## config.mk

```make
export PLATFORM = sky130hd
export DESIGN_NAME = id_hazard_stage_day16
export DESIGN_NICKNAME = d
export VERILOG_FILES = /design/src/rtl/id_hazard_stage_day16.sv
export SDC_FILE = /design/constraint.sdc
export NUM_CORES = 1
export LEC_CHECK = 0
export ABC_CLOCK_PERIOD_IN_PS = 6800
export CORE_MARGIN = 3
export CORE_UTILIZATION = 40
export DETAILED_ROUTE_END_ITERATION = 8
export PLACE_DENSITY_LB_ADDON = 0.3
export SETUP_SLACK_MARGIN = 0.4
export SYNTH_ARGS = -nofsm -noshare
export SYNTH_HDL_FRONTEND = slang
export SYNTH_SLANG_ARGS = --single-unit
```

## constraint.sdc

```tcl
create_clock -name clk -period 6.8 [get_ports clk]
set_clock_uncertainty 0.05 [all_clocks]
set_input_delay 1.7 -clock clk [delete_from_list [all_inputs] [get_ports clk]]
set_output_delay 1.7 -clock clk [all_outputs]
set_load 0.02 [all_outputs]
```

## src/rtl/id_hazard_stage_day16.sv

```systemverilog
// id_hazard_stage_day16: IF/ID capture, 20-bit decode into ID/EX, load-use
// hazard detection with a one-cycle bubble.
// Optional macro HAZARD_STATS_EN adds a saturating stall_count output that
// counts hazard bubbles.
module id_hazard_stage_day16 #(
  parameter int         PC_W    = 8,
  parameter int         INSTR_W = 20,
  parameter logic [3:0] LOAD_OP = 4'h8
) (
  input  logic               clk,
  input  logic               rstn,
  input  logic [PC_W-1:0]    if_pc,
  input  logic [INSTR_W-1:0] if_instr,
  input  logic               ext_stall,
  input  logic               flush,
  output logic               stall,
  output logic               pc_write,
  output logic               ex_valid,
  output logic [PC_W-1:0]    ex_pc,
  output logic [3:0]         ex_opcode,
  output logic [3:0]         ex_rd,
  output logic [3:0]         ex_rs1,
  output logic [3:0]         ex_rs2,
  output logic [3:0]         ex_imm,
  output logic               ex_mem_read
`ifdef HAZARD_STATS_EN
  ,
  output logic [15:0]        stall_count
`endif
);

  typedef struct packed {
    logic               valid;
    logic [PC_W-1:0]    pc;
    logic [INSTR_W-1:0] instr;
  } ifid_t;

  ifid_t      ifid;
  logic [3:0] id_op, id_rd, id_rs1, id_rs2, id_imm;
  logic       uses_rs1, uses_rs2, hazard;

  // Field split of the IF/ID instruction and source-register usage.
  always_comb begin
    id_op    = ifid.instr[19:16];
    id_rd    = ifid.instr[15:12];
    id_rs1   = ifid.instr[11:8];
    id_rs2   = ifid.instr[7:4];
    id_imm   = ifid.instr[3:0];
    uses_rs1 = !(id_op == 4'h0 || id_op == 4'hF);
    uses_rs2 = (id_op >= 4'h1 && id_op <= 4'h7) || id_op == 4'h9;
  end

  // Load in EX whose destination is read by the instruction in ID; r0 never stalls.
  always_comb begin
    hazard = ifid.valid && ex_valid && ex_mem_read && (ex_rd != 4'h0) &&
             ((uses_rs1 && id_rs1 == ex_rd) || (uses_rs2 && id_rs2 == ex_rd));
  end

  assign stall    = ext_stall;
  assign pc_write = !(hazard && !flush);

  // IF/ID: freeze beats flush, flush beats hazard hold; otherwise capture fetch.
  always_ff @(posedge clk or negedge rstn) begin
    if (!rstn) begin
      ifid <= '0;
    end else if (ext_stall) begin
      ifid <= ifid;
    end else if (flush) begin
      ifid <= '0;
    end else if (!hazard) begin
      ifid <= '{valid: 1'b1, pc: if_pc, instr: if_instr};
    end
  end

  // ID/EX: freeze, else bubble on flush or hazard, else take the decoded IF/ID.
  always_ff @(posedge clk or negedge rstn) begin
    if (!rstn) begin
      ex_valid    <= 1'b0;
      ex_pc       <= '0;
      ex_opcode   <= '0;
      ex_rd       <= '0;
      ex_rs1      <= '0;
      ex_rs2      <= '0;
      ex_imm      <= '0;
      ex_mem_read <= 1'b0;
    end else if (!ext_stall) begin
      if (flush || hazard) begin
        ex_valid    <= 1'b0;
        ex_pc       <= '0;
        ex_opcode   <= '0;
        ex_rd       <= '0;
        ex_rs1      <= '0;
        ex_rs2      <= '0;
        ex_imm      <= '0;
        ex_mem_read <= 1'b0;
      end else begin
        ex_valid    <= ifid.valid;
        ex_pc       <= ifid.pc;
        ex_opcode   <= id_op;
        ex_rd       <= id_rd;
        ex_rs1      <= id_rs1;
        ex_rs2      <= id_rs2;
        ex_imm      <= id_imm;
        ex_mem_read <= (id_op == LOAD_OP);
      end
    end
  end

`ifdef HAZARD_STATS_EN
  // Count hazard bubbles actually inserted; saturates, frozen under ext_stall.
  always_ff @(posedge clk or negedge rstn) begin
    if (!rstn) begin
      stall_count <= '0;
    end else if (!ext_stall && !flush && hazard && stall_count != 16'hFFFF) begin
      stall_count <= stall_count + 16'd1;
    end
  end
`endif

endmodule

```

### After elaboration in Yosys (flattened, before gate mapping)

Cells that the tools add are included.

| storage, ports and cells | value |
|---|---|
| register bits after elaboration | 59 |
| bits of input ports | 32 |
| output and inout bits | 32 |
| logic and storage cells | 48 |

| operators by class | value |
|---|---|
| order comparisons | 2 |
| equality and inequality tests | 6 |
| muxes and demuxes | 10 |
| bitwise operators | 1 |
| reduce and logical (&&, ||, !) cells | 18 |

Operators with widths:

| kind | number |
|---|---|
| 2-to-1 mux 29 bit | 2 |
| 2-to-1 mux 4 bit | 5 |
| == test 4 bit (second input constant) | 3 |
| == test 4 bit | 2 |
| logical AND 1 bit | 8 |
| 2-to-1 mux 8 bit | 1 |
| greater-or-equal comparator 4 x 1 -> 1 bit (second input constant) | 1 |
| <= comparator 4 x 3 -> 1 bit (second input constant) | 1 |
| zero test 4 bit | 1 |
| logical OR 1 bit | 4 |
| nonzero test 4 bit | 1 |
| zero test 1 bit | 3 |
| 2-to-1 mux 1 bit | 2 |
| inequality test 2 bit (second input constant) | 1 |
| AND reduction 2 bit | 1 |
| NOT 1 bit | 1 |

### Longest topological paths before layout

Gate-level depths: netlist of run 1.

| depth | value |
|---|---|
| depth in word-level cells | 8 |
| depth in mapped cells | 7 |
| mapped depth without buffers | 5 |

### Worst setup path before layout of run 1

Ideal clock, no wire load.

| timing | value |
|---|---|
| path type | input -> output |
| start | in flush |
| end | out pc_write |
| arrival | 2.197 ns |
| data required time | 5.050 ns |
| slack | 2.853 ns |
| stages | 3 |
| path buffers | 1 |
| cells stage by stage | clkbuf_1 > nor2_1 > nand2_1 |

| on the way | value |
|---|---|
| longest elaborated chain between the ends | 3 |

RTL lines:

| element | RTL line | text |
|---|---|---|
| start: declaration | 15 | `input logic flush,` |
| zero test 1 bit | 60 | `assign pc_write = !(hazard && !flush);` |
| logical AND 1 bit | 60 |  |
| zero test 1 bit | 60 |  |
| end: declaration | 17 | `output logic pc_write,` |

Every way passes these cells.

### Worst setup path in the final report of run 1

| timing | value |
|---|---|
| start | in ext_stall |
| end | out stall |

RTL lines:

| element | RTL line | text |
|---|---|---|
| start: declaration | 14 | `input logic ext_stall,` |
| end: declaration | 16 | `output logic stall,` |

No word-level cell between the ends.

==> flow_summary.ini, run 1 <==
[status]
status = completed

[place]
detailed_place_hpwl_mm = 3.82
routabilityCongestion = 0.725
io_buffer_count = 63

[route]
drt-initial-drc-count = 140
routedWlPerCell_um = 18.1
vias = 2056
first_drt_pass_iteration_count = 4
route.antenna.remaining_nets = 0
drc = 0
vias_per_cell = 5.71
routed_wirelength_mm = 6.52

[clock_tree]
number_of_gates_resized_after_cts = 0
cts_inserted_buffers = 9
max-clock-path-buffers = 2
cts_htree_levels = 3
cts.clk_slew.worst_paths_ns = 0.07
cts_setup_buffers = 0
worstSkewPairLatency_ns = 0.33
cts-hold-fix-buffers = 0
clock_sink_count = 59
clock_tree_from_tritoncts = yes
clock-root-buffer = clkbuf_8

[power_and_ir_drop]
switching_share_of_power_pct = 26.9
combPwrFrac_pct = 16.2
max-vdd-ir-drop_uv = 125
p_leak_nw = 1.54
p_per_area_nw_per_um2 = 250
seq_power_share_pct = 44.6
power_report.internal_total_uw = 653
p_sw_uw = 240
p_total_uw = 892
p_clk_share_pct = 39.1

[synth]
netlist.top_cell.by_area = dfrtp_1
post_synth_most_frequent_cells = dfrtp_1 (59), a22o_1 (29), a221o_1 (28), and2_1 (28), nor3b_1 (28)
synth_compound_gate_area_share_pct = 21.3
synth_async_sr_flop_share_pct = 100
synth_seq_area_share_pct = 54.6
muxShareOfSynthArea_pct = 0.370
yosys_synthesis_warning_count = 0
synth.distinct_cells = 28
synth_cells = 221
synth_fp_nets = 253
main_combinational_cell_family_by_area_after_synthesis = compound AO/OA/AOI/OAI gates
synth_most_common_cell = dfrtp_1
synth_simple_gate_area_share_pct = 17.0
synth-xor-area-share_pct = 2.59
synthTopCellsByArea = dfrtp_1 (55%), a221o_1 (10%), a22o_1 (9.4%)
synth_ff_type = dfrtp_1
post_synth_fa_ha_maj_area_fraction_pct = 0
synth_area_per_cell_um2 = 12.2
synth_top_area_share_pct = 54.6
syn_area_um2 = 2710
yosys_register_bits = 59
synth_edf_count = 0

[die]
coreArea_um2 = 6460
floorplan.die.width_um = 88.3
placement_rows = 29
initial_core_util_pct = 41.9
ios = 64
dieArea_um2 = 7790
chipHeight_um = 88.3

[worst_setup_path]
rr_startpoint = ex_rd[0]
ff2ff_setup_slack_ns = 3.86
crit_arrival_ns = 3.18
path_delay_family = buffers and inverters
worstSetupStartpointType = input port
worst_ep_required_time_ns = 5.05
critical_path.endpoint_type = primary output
worst_path_max_delay_cell = clkdlybuf4s50_1
setup.worst_path.class = in2out
critPathMaxFanout = 61
timing.reg2reg.worst_path_depth = 6
worstPathCellList = buf_2 > clkdlybuf4s50_1
largest_stage_delay_on_the_critical_path_ns = 0.76
timing.rr.end = id_op[2]
cp_num_buf_inv = 2

[sta]
hold_slack_ns = 0.452
final-hold-violation-count = 0
grt_setup_unrepaired = no
slew_violations = 0
final_critical_path_share_of_the_clock_period_pct = 72.6
finalSetupTns_ns = 0
fmax_mhz = 203
setup_viol_count_final = 0
min_period_ns = 4.93
tightestPinTransition_ns = 0.979
max_slew_headroom_pct = 34.7

[global_route]
pin_count_of_the_biggest_net_entering_global_routing = 62
grt_antenna_before_repair = 0
grt.total_usage_pct = 17.9
vias_in_the_first_global_route = 2015
grt_remaining_overflow = 0
grt_first_pass_wirelength_mm = 10.6

[final_layout]
area_growth_syn_to_layout_pct = 32.0
ant_diodes = 0
filler_cell_count = 554
final_nets = 310
drive_above_1_share_pct = 8.83

[min_path]
timing.hold.worst_path_depth = 1
hold_start = ifid[27]
hold_class = reg2reg
hold_path_end = ex_pc[7]

[job]
max_cap_violations = 0
-- through the flow --
stage | instances | instance area (um2) | utilization, % | setup WS (ns)
6_report | 360 | 3570 | 55.3 | 1.87
5_1_grt | 360 | 3570 | 55.3 | 1.77
4_1_cts | 360 | 3570 | 55.3 | 1.83
3_5_place_dp | 344 | 3360 | 52.0 | 1.83
3_3_place_gp | 344 | 3360 | 52.0 | 1.84
2_1_floorplan | 221 | 2710 | - | 2.85
-- layer usage --
metal | share of wire [%] | up-vias | GRT usage [%]
li1 | - | 961 | -
met1 | 48 | 1032 | 26.1
met2 | 46 | 54 | 25.8
met3 | 4.4 | 9 | 4.28
met4 | 1.4 | 0 | 6.73
met5 | 0 | - | 0
-- registers in the layout, summed over array words and instances (netlist names) --
| register | flops |
|---|---|
| ex_pc | 8 |
| ex_rs1 | 4 |
| id_rs1 | 4 |
| ex_mem_read | 1 |
| ex_rd | 4 |
| id_rd | 4 |
| ex_opcode | 4 |
| ifid | 9 |
| id_op | 4 |
| ex_imm | 4 |
| id_imm | 4 |
| ex_rs2 | 4 |
| ex_valid | 1 |
| id_rs2 | 4 |
-- final cells by class --
cell class	instances	area (um2)	share of cell area [%]
timing repair buffer	68	658	18.4
multi-input combinational	139	1120	31.4
tap	77	96.3	2.70
clock buffer	9	124	3.47
sequential	59	1480	41.3
clock inverter	7	91.3	2.56
inverter	1	3.75	0.105
-- logic make-up (layout without fill, tap and decap cells) --
family          Yosys count  after routing
mux                       1              1
buf+inv                  23             85
simple gates             68             68
compound gates           62             62
flops                    59             59
xor+xnor                  8              8
-- power by group through the flow --
| stage | clock network [mW] | registers (mW) | logic, mW |
|---|---|---|---|
| 2_1_floorplan | 0 | 0.413 | 0.0676 |
| 3_3_place_gp | 0 | 0.404 | 0.144 |
| 3_5_place_dp | 0 | 0.404 | 0.145 |
| 4_1_cts | 0.358 | 0.398 | 0.147 |
| 5_1_grt | 0.372 | 0.402 | 0.157 |
| 6_report | 0.349 | 0.398 | 0.145 |
-- worst max path at each step --
stage / depth (start not counted) / startpoint / end / slack (ns)
after global placement: 2 / ext_stall / stall / 1.84
after global routing: 2 / ext_stall / stall / 1.77
after detailed placement: 2 / ext_stall / stall / 1.83
after floorplan: 3 / flush / pc_write / 2.85
final: 2 / ext_stall / stall / 1.87
after CTS: 2 / ext_stall / stall / 1.83
-- placed cells by master, fill, tap and decap left out, drive strengths merged, types with 2 or more instances in the layout --
master | netlist | layout
clkinv | 0 | 3
and2 | 28 | 28
nor2 | 2 | 2
nand4 | 2 | 2
a22o | 29 | 29
nor4 | 2 | 2
bufinv | 0 | 2
nor3b | 28 | 28
inv | 1 | 2
dfrtp | 59 | 59
a221o | 28 | 28
xnor2 | 2 | 2
clkdlybuf4s50 | 0 | 61
clkbuf | 13 | 9
buf | 9 | 7
xor2 | 6 | 6
(Power assumes the default switching activity.)
==> run 2: changes to the inputs <==
--- a/config.mk
+++ b/config.mk
@@ -5,7 +5,7 @@
 export SDC_FILE = /design/constraint.sdc
 export NUM_CORES = 1
 export LEC_CHECK = 0
-export ABC_CLOCK_PERIOD_IN_PS = 6800
+export ABC_CLOCK_PERIOD_IN_PS = 4200
 export CORE_MARGIN = 3
 export CORE_UTILIZATION = 40
 export DETAILED_ROUTE_END_ITERATION = 8
==> constraint.sdc (replaced) <==
create_clock -name clk -period 4.2 [get_ports clk]
set_clock_uncertainty 0.05 [all_clocks]
set_input_delay 1.05 -clock clk [delete_from_list [all_inputs] [get_ports clk]]
set_output_delay 1.05 -clock clk [all_outputs]
set_load 0.02 [all_outputs]
==> run 2 against run 1 <==
  * Utilization barely moved
  * Register-to-register slack got worse by 2.5 ns
  * Clock power grew 42%
  * Die area unchanged
  * Setup slack got worse by 1.1 ns
  * First-iteration DRC count down 34%
  * Total power increased by 54%
  * Sequential power grew 62%
  * Clock-buffer cell count is 5 higher
  * Largest cell class unchanged
==> flow_summary.ini, run 2 (same netlist as run 1, synthesis figures left out) <==
[worst_setup_path]
rr_startpoint = ex_rd[0]
largest_stage_delay_on_the_critical_path_ns = 0.54
timing.reg2reg.worst_path_depth = 6
launching_element_of_the_worst_setup_path = ex_rd[1]
worstPathCellList = xnor2_1 > nand3_1 > nor4_1 > a21o_1 > nand2_1 > clkdlybuf4s50_1
worst_path_max_delay_cell = clkdlybuf4s50_1
cp_num_buf_inv = 1
worstSetupStartpointType = flop
ff2ff_setup_slack_ns = 1.41
path_delay_family = simple AND/OR/NAND/NOR gates
crit_arrival_ns = 2.32
worst_ep_required_time_ns = 3.10
critPathMaxFanout = 5
critical_path.endpoint_type = primary output
timing.rr.end = ex_mem_read
setup.worst_path.class = reg2out

[sta]
max_slew_headroom_pct = 36.7
setup_viol_count_final = 0
grt_setup_unrepaired = no
final_critical_path_share_of_the_clock_period_pct = 81.5
finalSetupTns_ns = 0
tightestPinTransition_ns = 0.949
slew_violations = 0
min_period_ns = 3.42
final-hold-violation-count = 0
fmax_mhz = 292

[clock_tree]
number_of_gates_resized_after_cts = 0
cts-hold-fix-buffers = 0
max-clock-path-buffers = 2
cts_setup_buffers = 0
cts_htree_levels = 3
clock_tree_from_tritoncts = yes
cts.clk_slew.worst_paths_ns = 0.06
clock-root-buffer = clkbuf_8
worstSkewPairLatency_ns = 0.33
clock_sink_count = 59
cts_inserted_buffers = 9

[final_layout]
final_nets = 312
largest_reg_flops = 9
layout_common_cells = clkdlybuf4s50_1 (61), dfrtp_1 (59), a22o_1 (29)
reg.largest.list = ifid x9, ex_pc x8
top_register = ifid
ant_diodes = 0
area_growth_syn_to_layout_pct = 31.9
layout_commonest_cell = clkdlybuf4s50_1
finalInstanceArea_um2 = 3570
drive_above_1_share_pct = 9.15

[route]
first_drt_pass_iteration_count = 4
routed_wirelength_mm = 6.39
met2_wirelength_from_detailed_routing_mm = 3.03
highest_metal_layer_with_signal_wires = met4
vias = 2067
drt-initial-drc-count = 92
drt-met1-wl_mm = 2.90
route.antenna.remaining_nets = 0
routedWlPerCell_um = 17.7
vias_per_cell = 5.73
met3_length_um = 353
drc = 0

[min_path]
hold_class = reg2reg
timing.hold.worst_path_depth = 1
hold_path_end = ex_rd[0]
hold_start = id_rd[0]

[job]
max_cap_violations = 0

[global_route]
grt.total_usage_pct = 18.0
vias_in_the_first_global_route = 2093
grt_antenna_before_repair = 0
pin_count_of_the_biggest_net_entering_global_routing = 61
grt_remaining_overflow = 0
grt_first_pass_wirelength_mm = 10.6

[power_and_ir_drop]
p_per_area_nw_per_um2 = 386
max-vdd-ir-drop_uv = 150
p_leak_nw = 1.55

[die]
placement_rows = 29
floorplan.die.width_um = 88.3
ios = 64
coreArea_um2 = 6460
dieArea_um2 = 7790
chipHeight_um = 88.3
initial_core_util_pct = 41.9

[status]
status = completed

[place]
routabilityCongestion = 0.719
detailed_place_hpwl_mm = 3.90
io_buffer_count = 63
placement.cell_area_um2 = 3370
[run 2: worst max path at each step]
stage	end	slack [ns]	cells past startpoint
floorplan	pc_write	1.13	6
global placement	pc_write	0.76	4
detailed placement	pc_write	0.77	4
CTS	pc_write	0.75	6
global route	pc_write	0.63	6
finish	pc_write	0.78	6
[run 2: final cells by class]
type                    instances  area [um2]
clock inverters                 1        5.00
inverters                       1        3.75
clock buffers                  14         193
fillers                       591        2890
flip-flops and latches         59        1480
well taps                      77        96.3
multi-input cells             139        1120
repair buffers                 70         673
[run 2: through the flow]
stage / std cells / setup slack [ns] / hold WS (ns) / utilization (%) / power (mW)
final: 361 / 0.776 / 0.453 / 55.3 / 1.38
after global routing: 361 / 0.629 / 0.474 / 55.3 / 1.44
after CTS: 361 / 0.751 / 0.454 / 55.3 / 1.39
after detailed placement: 346 / 0.769 / 0.440 / 52.2 / 0.892
after global placement: 346 / 0.763 / 0.431 / 52.2 / 0.888
after floorplan: 221 / 1.13 / 0.420 / - / 0.778
[run 2: metal layers]
metal | vias to the layer above | global-route usage, %
li1 | 961 | -
met1 | 1041 | 25.1
met2 | 55 | 26.9
met3 | 10 | 4.10
met4 | 0 | 7.83
met5 | - | 0
[run 2: where the power goes]
group / switching, mW / total [mW] / internal, mW
sequential: 0.0359 / 0.645 / 0.609
combinational: 0.119 / 0.235 / 0.117
clock: 0.206 / 0.497 / 0.291
